$ cat config.mk
export PLATFORM = sky130hd
export DESIGN_NAME = button_debounce
export DESIGN_NICKNAME = d
export VERILOG_FILES = /design/src/rtl/gm64_input_pkg.sv /design/src/rtl/sync_2ff.sv /design/src/rtl/button_debounce.sv
export SDC_FILE = /design/constraint.sdc
export NUM_CORES = 1
export LEC_CHECK = 0
export CAP_MARGIN = 10
export CELL_PAD_IN_SITES_DETAIL_PLACEMENT = 1
export CELL_PAD_IN_SITES_GLOBAL_PLACEMENT = 1
export CORE_MARGIN = 3
export CORE_UTILIZATION = 25
export CTS_CLUSTER_DIAMETER = 100
export DETAILED_ROUTE_END_ITERATION = 10
export PLACE_DENSITY_LB_ADDON = 0.1
export SYNTH_ARGS = -nofsm -noshare
export SYNTH_HDL_FRONTEND = slang
export SYNTH_SLANG_ARGS = --single-unit
$ cat constraint.sdc
create_clock -name clk -period 2.25 [get_ports clk]
set_input_delay 0.3375 -clock clk [delete_from_list [all_inputs] [get_ports clk]]
set_output_delay 0.3375 -clock clk [all_outputs]
set_load 0.01 [all_outputs]
$ cat src/rtl/gm64_input_pkg.sv
// Shared types and helpers for the board input-conditioning blocks.
package gm64_input_pkg;

  typedef enum logic [1:0] {
    IDLE         = 2'd0,
    PRESS_WAIT   = 2'd1,
    PRESSED      = 2'd2,
    RELEASE_WAIT = 2'd3
  } btn_state_t;

  // Millisecond interval to clock cycles, never less than one cycle.
  function automatic int ms_to_cycles(int hz, int ms);
    int c;
    c = hz / 1000 * ms;
    return (c < 1) ? 1 : c;
  endfunction

endpackage

$ cat src/rtl/sync_2ff.sv
// Two-stage synchroniser for a single asynchronous pin; both stages reset to RST_VAL.
module sync_2ff #(
  parameter logic RST_VAL = 1'b1
) (
  input  logic clk,
  input  logic reset,
  input  logic d,
  output logic q
);

  logic meta;

  always_ff @(posedge clk or negedge reset) begin
    if (!reset) begin
      meta <= RST_VAL;
      q    <= RST_VAL;
    end else begin
      meta <= d;
      q    <= meta;
    end
  end

endmodule

$ cat src/rtl/button_debounce.sv
// Push-button conditioner: synchroniser, symmetric debounce FSM, press/release pulses.
// Define BUTTON_LONG_PRESS_EN to build the long_press hold detector; otherwise long_press is 0.
module button_debounce
  import gm64_input_pkg::*;
#(
  parameter int CLK_HZ         = 10_000_000,
  parameter int DEBOUNCE_MS    = 20,
  parameter int LONG_PRESS_MS  = 2000,
  parameter int BUT_ACTIVE_LOW = 1
) (
  input  logic clk,
  input  logic reset,
  input  logic but_raw,
  output logic but_n,
  output logic press_pulse,
  output logic release_pulse,
  output logic long_press
);

  localparam int             DEB_CYC  = ms_to_cycles(CLK_HZ, DEBOUNCE_MS);
  localparam int             LP_CYC   = ms_to_cycles(CLK_HZ, LONG_PRESS_MS);
  localparam int             CW       = $clog2(DEB_CYC + 1);
  localparam logic [CW-1:0]  DEB_LAST = CW'(DEB_CYC - 1);
  localparam logic           REL_LVL  = (BUT_ACTIVE_LOW != 0);

  if (LP_CYC <= DEB_CYC) begin : g_lp_chk
    $error("button_debounce: long-press time must exceed debounce time");
  end

  btn_state_t    state;
  logic [CW-1:0] cnt;
  logic          but_sync;
  logic          pressed_s;
  logic          accept_press;

  // Synchroniser idles at the released pin level so reset never looks like a press.
  sync_2ff #(.RST_VAL(REL_LVL)) u_sync (
    .clk   (clk),
    .reset (reset),
    .d     (but_raw),
    .q     (but_sync)
  );

  assign pressed_s    = (BUT_ACTIVE_LOW != 0) ? ~but_sync : but_sync;
  assign accept_press = (state == PRESS_WAIT) && pressed_s && (cnt == DEB_LAST);

  always_ff @(posedge clk or negedge reset) begin
    if (!reset) begin
      state         <= IDLE;
      cnt           <= '0;
      but_n         <= 1'b1;
      press_pulse   <= 1'b0;
      release_pulse <= 1'b0;
    end else begin
      press_pulse   <= 1'b0;
      release_pulse <= 1'b0;
      case (state)
        IDLE: begin
          if (pressed_s) begin
            state <= PRESS_WAIT;
            cnt   <= '0;
          end
        end
        PRESS_WAIT: begin
          if (!pressed_s) begin
            state <= IDLE;
          end else if (cnt == DEB_LAST) begin
            state       <= PRESSED;
            but_n       <= 1'b0;
            press_pulse <= 1'b1;
          end else begin
            cnt <= cnt + 1'b1;
          end
        end
        PRESSED: begin
          if (!pressed_s) begin
            state <= RELEASE_WAIT;
            cnt   <= '0;
          end
        end
        RELEASE_WAIT: begin
          // A bounce back to pressed keeps the level; nothing was ever reported.
          if (pressed_s) begin
            state <= PRESSED;
          end else if (cnt == DEB_LAST) begin
            state         <= IDLE;
            but_n         <= 1'b1;
            release_pulse <= 1'b1;
          end else begin
            cnt <= cnt + 1'b1;
          end
        end
        default: state <= IDLE;
      endcase
    end
  end

`ifdef BUTTON_LONG_PRESS_EN
  localparam int            HW      = $clog2(LP_CYC + 1);
  localparam logic [HW-1:0] LP_MAX  = HW'(LP_CYC);
  localparam logic [HW-1:0] LP_LAST = HW'(LP_CYC - 1);

  logic [HW-1:0] hold_cnt;

  // Hold time runs through release bounces and saturates, so one pulse per accepted press.
  always_ff @(posedge clk or negedge reset) begin
    if (!reset) begin
      hold_cnt   <= '0;
      long_press <= 1'b0;
    end else begin
      long_press <= 1'b0;
      if (accept_press) begin
        hold_cnt <= '0;
      end else if ((state == PRESSED || state == RELEASE_WAIT) && hold_cnt != LP_MAX) begin
        hold_cnt <= hold_cnt + 1'b1;
        if (hold_cnt == LP_LAST) long_press <= 1'b1;
      end
    end
  end
`else
  assign long_press = 1'b0;
`endif

endmodule

==> results of run 1 <==
## layer usage
layer	wire length, µm	GRT usage	up-vias
li1	-	-	572
met1	1980	0.189	603
met2	1750	0.208	11
met3	75	0.0166	4
met4	36	0.0355	0
met5	0	0	-
## worst reg2reg max path, cell delays in order, from the launching register on
cell	delay [ns]
dfrtp_1	0.41
or4_4	0.55
or4_4	0.55
o21ai_2	0.18
inv_2	0.08
mux2_4	0.29
## power groups by stage
stage	Clock (W)	Combinational (W)	Sequential, W
after CTS	0.000315	0.0000988	0.000503
final	0.000289	0.0000956	0.000503
after floorplan	0	0.0000669	0.000501
after detailed placement	0	0.0000985	0.000512
after global routing	0.000329	0.000109	0.000508
after global placement	0	0.0000943	0.000510
## state kept, by name, summed over array words and instances (netlist names), named ones only
| signal | flops |
|---|---|
| but_n | 1 |
| cnt | 18 |
| press_pulse | 1 |
| release_pulse | 1 |
| state | 1 |
| u_sync.meta | 1 |
| u_sync.q | 1 |
## cell type report
class | count | area (µm²) | area share
clock buffer | 3 | 41.3 | 0.0248
clock inverter | 1 | 8.76 | 0.00527
inverter | 5 | 18.8 | 0.0113
multi-input combinational | 108 | 729 | 0.439
sequential | 25 | 629 | 0.378
tap | 70 | 87.6 | 0.0527
timing repair buffer | 18 | 148 | 0.0888
## per-stage QoR
stage	area, µm²	std cells	power (W)
6_report	1660	230	0.000888
5_1_grt	1660	230	0.000946
4_1_cts	1660	230	0.000917
3_5_place_dp	1610	226	0.000610
3_3_place_gp	1610	226	0.000605
2_1_floorplan	1420	146	0.000568
## cell usage in the layout (no fill, tap or decap), drive strengths merged, types with 2 or more instances in the layout
master and n:
a21o 3, nand4 5, a211o 2, or4 3, dfrtp 22, clkdlybuf4s50 5, a31oi 2, dfstp 3
nor2 5, clkbuf 3, or2 2, and4 2, nor4 3, a22o 6, nor3b 2, nand3 6
a21oi 4, mux2i 7, nand2 14, inv 6, nor3 7, mux2 4, nand3b 3, o21ai 6
and3 8, buf 13
## how the worst max path moves through the flow
stage	start	slack [ns]	endpoint	cells past startpoint
2_1_floorplan	cnt[12]	0.16	cnt[0]	5
3_3_place_gp	cnt[15]	0.11	cnt[0]	5
3_5_place_dp	cnt[15]	0.08	cnt[0]	5
4_1_cts	cnt[15]	0.08	cnt[0]	5
5_1_grt	register	0.008	cnt[13]	4
6_report	cnt[15]	0.09	cnt[0]	5
## cells by family after synthesis
group / count (synthesis) / share of synthesized area
XOR/XNOR: 2 / 0.0124
multiplexers: 11 / 0.0840
buffers and inverters: 13 / 0.0398
adder cells (fa/ha/maj): 1 / 0.00884
AND/OR/NAND/NOR: 66 / 0.271
flip-flops: 25 / 0.445
AO/OA/AOI/OAI: 27 / 0.137
other: 1 / 0.00265
==> metrics.txt, run 1 <==
Hold Startpoint=u_sync.meta; First-pass DRT Iterations=4; sequential fraction of the synthesis area=0.445; Post-Syn Instances=146; Synth top cells by count=dfrtp_1, nand2_1, and3_1; Root Buffer Master=clkbuf_8; Synth Register Bits=25; Worst Reg2Reg Path Length in Cells=5; vias=1190; synthesized area=0.00142 mm²; Comb pwr share=0.108; CP max FO=4; Area Overhead vs Synth=17.5%; Worst R2R Start=cnt[15]; DP Wirelength=2850 µm; async set-or-reset flop fraction in the synthesized netlist=1.00; clk buf depth=2; DP Worst Slack=0.0838 ns; worst skew pair latency=0.28 ns; Lkg Pwr=0.737 nW; Initial Util=0.267; max frequency=463 MHz; final setup fails=0; worst vdd ir=0.236 mV; post_cts resized=0; Setup Fix Bufs, Post-CTS=0; minimum clock period=2.16 ns; Sw Pwr=0.000240 W; pin count of the biggest net entering global routing=26; period utilization=0.960; critical path capture point type=register; status=finished, final reports clean; ys flop type=dfrtp_1; Reg2Reg Setup Slack=0.09 ns; Hold/Removal Path Class=reg2reg; EDFF count, synth=0; Max transition margin=0.481; Worst path slowest cell=or4_4; CP Class=reg2reg; Final GP Congestion=0.793; Clock Pin Slew Worst Setup and Hold Paths=0.10 ns; Distinct cells, synth=43; Critical Path RT=2.42 ns; pins over their slew limit=0; crit path launch type=register; CTS tree=done; CP arrival=2.33 ns; share of the synthesized area in the top cell type=0.389; fraction of layout cells with a size suffix above 1=0.194; Slew @ Worst Pin=0.773 ns; GRT Overall Usage=0.132; setup repair after global routing missed its margin=no; Ports=7; Ys Warns=0; Clock Skew=0.00899 ns; cell taking the most area after synthesis=dfrtp_1; n_diodes=0; GR Overflow Total=0; Die X=81.2 µm; setup tns final=0 ns; CTS Buf Count=3; Initial DRC Count=57; Max Cap Viol=0; final worst-path setup slack=0.0906 ns; antenna violations before repair=0; synth top area cells=dfrtp_1, dfstp_2, mux2i_1; first-pass GRT wire length=6580 µm; critical-path cell list=or4_4 > or4_4 > o21ai_2 > inv_2 > mux2_4; Die Y=81.2 µm; Routed Antenna Nets=0; Final nets=165; reg-to-reg endpoint=cnt[0]; Cells on Worst Hold Path=0; wire length per cell=16.7 µm; clock share of power=0.326; Hold Path End=u_sync.q; core area=0.00530 mm²; vias in the first global route=1283; CTS Hold Bufs=0; P per Cell Area=534 mW/mm²; family with the most delay on the worst path=simple AND/OR/NAND/NOR gates; post-synthesis net count=150; Internal Power=0.000647 W; DRT Wirelength=3850 µm; mean post-synth cell area=9.69 µm²; CTS Sinks=25; CP most frequent cell=or4_4; H-tree Lvls=1; die area=0.00660 mm²; fill cell count=606; # DRC=0; Min Hold Slack=0.361 ns; final core occ=0.314; Final Hold Viols=0; sequential share of power=0.567; Sw Share=0.271; DR vias/cell=5.17; row count=26; highest cell delay on the worst timing path=0.55 ns; Buf+Inv Stages, Crit Path=1; IO buf count=5; count leader, synth=dfrtp_1
No activity file was read; power rests on OpenSTA's default activity.
==> run 2, diff against run 1 <==
--- a/constraint.sdc
+++ b/constraint.sdc
@@ -3,2 +3,2 @@
 set_output_delay 0.3375 -clock clk [all_outputs]
-set_load 0.01 [all_outputs]
+set_load 0.1 [all_outputs]
==> metrics.txt, run 2 (synthesis gave the netlist of run 1 again) <==
status=finished, final reports clean; DP Wirelength=2750 µm (-3.4%); Clock Pin Slew Worst Setup and Hold Paths=0.09 ns (about the same); Finished Layout Cells=229 (-0.43%); CP max FO=4 (unchanged); pin count of the biggest net entering global routing=26 (unchanged); GRT Overall Usage=0.130 (-0.00217); Root Buffer Master=clkbuf_8; Clock Skew=0.00482 ns (-0.00417 ns); CTS Sinks=25 (unchanged); Final GP Congestion=0.771 (-2.8%); Area Overhead vs Synth=16.1%; setup repair after global routing missed its margin=no; Slew @ Worst Pin=0.770 ns (-0.00311 ns); core area=0.00530 mm² (unchanged); period utilization=0.966 (+0.00676); n_diodes=0 (unchanged); pins over their slew limit=0 (unchanged); Top reg by flops=cnt; first-pass GRT wire length=6380 µm (-3.0%); vias in the first global route=1215 (-5.3%); crit path launch type=register; fraction of layout cells with a size suffix above 1=0.201 (+0.00751); Max Cap Viol=0 (unchanged); First-pass DRT Iterations=4 (unchanged); P per Cell Area=536 mW/mm² (+0.44%); Initial DRC Count=34 (-40%); leading cell type in the layout, fill and taps excluded=dfrtp_1; CP arrival=2.34 ns (about the same); CTS tree=done; GR Overflow Total=0 (unchanged); final core occ=0.310 (-0.00378); vias=1186 (-0.34%); Hold/Removal Path Class=reg2reg; Worst path slowest cell=or4_4; number of flip-flops under the largest register name=18 (unchanged); minimum clock period=2.17 ns (+0.0152 ns); CP most frequent cell=or4_4; CP Class=reg2reg; critical-path cell list=or4_4 > or4_4 > o21ai_2 > inv_2 > mux2_4; Die Y=81.2 µm (unchanged); post_cts resized=0 (unchanged); CTS Hold Bufs=0 (unchanged); row count=26 (unchanged); setup tns final=0 ns (unchanged); worst vdd ir=0.245 mV (+3.8%); Min Hold Slack=0.369 ns (+0.00796 ns); Setup Fix Bufs, Post-CTS=0 (unchanged); DRT Wirelength=3790 µm (-1.5%); Ports=7 (unchanged); worst skew pair latency=0.27 ns (about the same); die area=0.00660 mm² (unchanged); wire length per cell=16.6 µm (-1.0%); Max transition margin=0.483 (+0.00209); Final Hold Viols=0 (unchanged); highest cell delay on the worst timing path=0.55 ns (about the same); clk buf depth=2 (unchanged); DP Cell Count=225 (-0.44%); max frequency=460 MHz (-0.70%); antenna violations before repair=0 (unchanged); H-tree Lvls=1 (unchanged); Critical Path RT=2.41 ns (about the same); IO buf count=5 (unchanged); DR vias/cell=5.18 (about the same); Die X=81.2 µm (unchanged); final setup fails=0 (unchanged); Routed Antenna Nets=0 (unchanged); Final nets=164 (-0.61%); # DRC=0 (unchanged); Lkg Pwr=0.735 nW (-0.26%); critical path capture point type=register; Initial Util=0.267 (unchanged); CTS Buf Count=3 (unchanged); most frequent cells in the layout=dfrtp_1, buf_4, nand2_1
[run 2: changes by cell type in the layout (fill, tap and decap cells not counted)]
cell | before | now
buf_4 | 13 | 15
inv_6 | 1 | 0
clkbuf_1 | 0 | 1
clkdlybuf4s50_1 | 5 | 2
[run 2: worst max-delay path, delay by kind of cell (launching register included)]
family                 cells  cell delay [ns]
AND/OR/NAND/NOR            2             1.10
flip-flops                 1             0.41
multiplexers               1             0.29
AO/OA/AOI/OAI              1             0.18
buffers and inverters      1             0.08
[run 2: per-stage QoR]
step | cell area (µm²) | setup WS [ns] | total power, W
after floorplan | 1420 | 0.158 | 0.000574
after global placement | 1600 | 0.106 | 0.000609
after detailed placement | 1600 | 0.0828 | 0.000615
after CTS | 1640 | 0.0681 | 0.000901
after global routing | 1640 | 0.0170 | 0.000934
final | 1640 | 0.0754 | 0.000881
[run 2: path summary, 6_finish.rpt]
check / start / endpoint / slack [ns] / cells after the start
setup / recovery: cnt[15] / cnt[0] / 0.08 / 5
hold / removal: u_sync.meta / u_sync.q / 0.37 / 0
setup reg to reg: cnt[15] / cnt[0] / 0.08 / 5
hold reg to reg: u_sync.meta / u_sync.q / 0.37 / 0
max in group asynchronous: reset / u_sync.meta / 1.52 / 2
min in group asynchronous: reset / cnt[9] / 0.43 / 2
[run 2: cell type report]
class	count	area, µm²
fill	601	3660
sequential	25	629
inverter	5	18.8
multi-input combinational	108	729
timing repair buffer	17	133
clock buffer	4	45.0
tap	70	87.6
[run 2: per-layer routing]
metal | vias up | wire length (µm) | GRT usage
li1 | 565 | - | -
met1 | 602 | 1910 | 0.173
met2 | 15 | 1760 | 0.210
met3 | 4 | 83 | 0.0233
met4 | 0 | 44 | 0.0456
met5 | - | 0 | 0
[run 2: report_power, final]
part / switching, W / internal, W / total (W)
logic: 0.0000574 / 0.0000431 / 0.000101
registers: 0.0000323 / 0.000473 / 0.000505
clock network: 0.000148 / 0.000127 / 0.000275
total: 0.000238 / 0.000643 / 0.000881
==> run 3, diff against run 2 <==
- CORE_MARGIN: 3 -> 5
- SKIP_CTS_REPAIR_TIMING: default -> 1
==> metrics.txt, run 3 (synthesis gave the netlist of run 1 again) <==
IO buf count=5 (unchanged); final core occ=0.302 (-0.00829); Lkg Pwr=0.746 nW (+1.4%); Final nets=166 (+1.2%); Final GP Congestion=0.774 (+0.35%); core area=0.00551 mm² (+3.8%); worst skew pair latency=0.27 ns (about the same); max frequency=458 MHz (-0.45%); final worst-path setup slack=0.0656 ns (-0.00984 ns); Clock Pin Slew Worst Setup and Hold Paths=0.10 ns (about the same); Initial DRC Count=28 (-18%); final setup fails=0 (unchanged); Reg2Reg Setup Slack=0.07 ns (about the same); Top reg by flops=cnt; Die X=85.2 µm (+4.9%); First-pass DRT Iterations=2 (-2); CP max FO=4 (unchanged); Worst R2R Start=cnt[15]; row count=27 (+3.8%); Critical Path RT=2.41 ns (about the same); crit path launch type=register; Die Y=85.2 µm (+4.9%); antenna violations before repair=0 (unchanged); CP Class=reg2reg; pin count of the biggest net entering global routing=26 (unchanged); Cells on Worst Hold Path=0 (unchanged); total power=0.000887 W (+0.72%); Max Cap Viol=0 (unchanged); DR vias/cell=5.08 (-2.0%); Clock Skew=0.00466 ns (-0.000162 ns); number of flip-flops under the largest register name=18 (unchanged); worst vdd ir=0.218 mV (-11%); Hold Path End=u_sync.q; Worst Reg2Reg Path Length in Cells=5 (unchanged); fraction of layout cells with a size suffix above 1=0.211 (+0.00992); Initial Util=0.257 (-0.00988); CTS Buf Count=3 (unchanged); leading cell type in the layout, fill and taps excluded=dfrtp_1; pins over their slew limit=0 (unchanged); Final Hold Viols=0 (unchanged); first-pass GRT wire length=6720 µm (+5.3%); Hold Startpoint=u_sync.meta; CTS Sinks=25 (unchanged); DP Worst Slack=0.0714 ns (-0.0114 ns); Area Overhead vs Synth=17.3%; CTS tree=done; H-tree Lvls=1 (unchanged); fill cell count=637 (+6.0%); DP Wirelength=2810 µm (+2.3%); P per Cell Area=534 mW/mm² (-0.34%); reg-to-reg endpoint=cnt[0]; n_diodes=0 (unchanged); die area=0.00727 mm² (+10%); setup repair after global routing missed its margin=no; Ports=7 (unchanged); wire length per cell=16.6 µm (+0.23%); vias=1183 (-0.25%); most frequent cells in the layout=dfrtp_1, buf_4, nand2_1; Hold/Removal Path Class=reg2reg; minimum clock period=2.18 ns (+0.00984 ns); Routed Antenna Nets=0 (unchanged); DRT Wirelength=3870 µm (+2.0%); DP Cell Count=229 (+1.8%); GR Overflow Total=0 (unchanged); critical path capture point type=register; vias in the first global route=1295 (+6.6%); period utilization=0.971 (+0.00437); CP arrival=2.35 ns (about the same); Finished Layout Cells=233 (+1.7%); status=finished, final reports clean; Root Buffer Master=clkbuf_8; setup tns final=0 ns (unchanged); GRT Overall Usage=0.115 (-0.0142); # DRC=0 (unchanged); clk buf depth=2 (unchanged)
-- run 3: cell count changes in the layout (fill, tap and decap cells not counted), sizes merged --
cell and change:
buf +2
-- run 3: worst max path at each step --
stage,from,to,cells after the start
after floorplan,cnt[12],cnt[0],5
after global placement,cnt[15],cnt[0],5
after detailed placement,cnt[15],cnt[0],5
after CTS,cnt[15],cnt[0],5
after global routing,cnt[15],cnt[0],5
final,cnt[15],cnt[0],5
-- run 3: metal layers --
layer / up-vias / routed length [µm] / GRT usage / share of wire
met5: - / 0 / 0 / 0
li1: 571 / - / - / -
met2: 6 / 1850 / 0.191 / 0.48
met1: 604 / 1910 / 0.157 / 0.49
met4: 0 / 25 / 0.0302 / 0.0065
met3: 2 / 83 / 0.0155 / 0.021
-- run 3: where the power goes --
group          internal (W)  switching [W]
logic             0.0000448      0.0000610
clock network      0.000127       0.000155
registers          0.000473      0.0000268
total              0.000645       0.000242
-- run 3: worst max-delay path, cell delays in order, from the launching register on --
cell and delay [ns]:
dfrtp_1 0.42, or4_4 0.56, or4_4 0.55, o21ai_2 0.18, inv_2 0.08, mux2_4 0.29
-- run 3: area by class of cell --
class                      instances  area (µm²)  area share
clock buffer                       4        45.0      0.0271
inverter                           5        18.8      0.0113
timing repair buffer              19         148      0.0889
multi-input combinational        108         729       0.439
tap                               72        90.1      0.0543
sequential                        25         629       0.379
-- run 3: metrics by stage --
stage	cell area, µm²	hold WS, ns
finish	1660	0.369
global placement	1620	0.347
detailed placement	1620	0.352
global route	1660	0.373
floorplan	1420	0.0419
CTS	1660	0.370
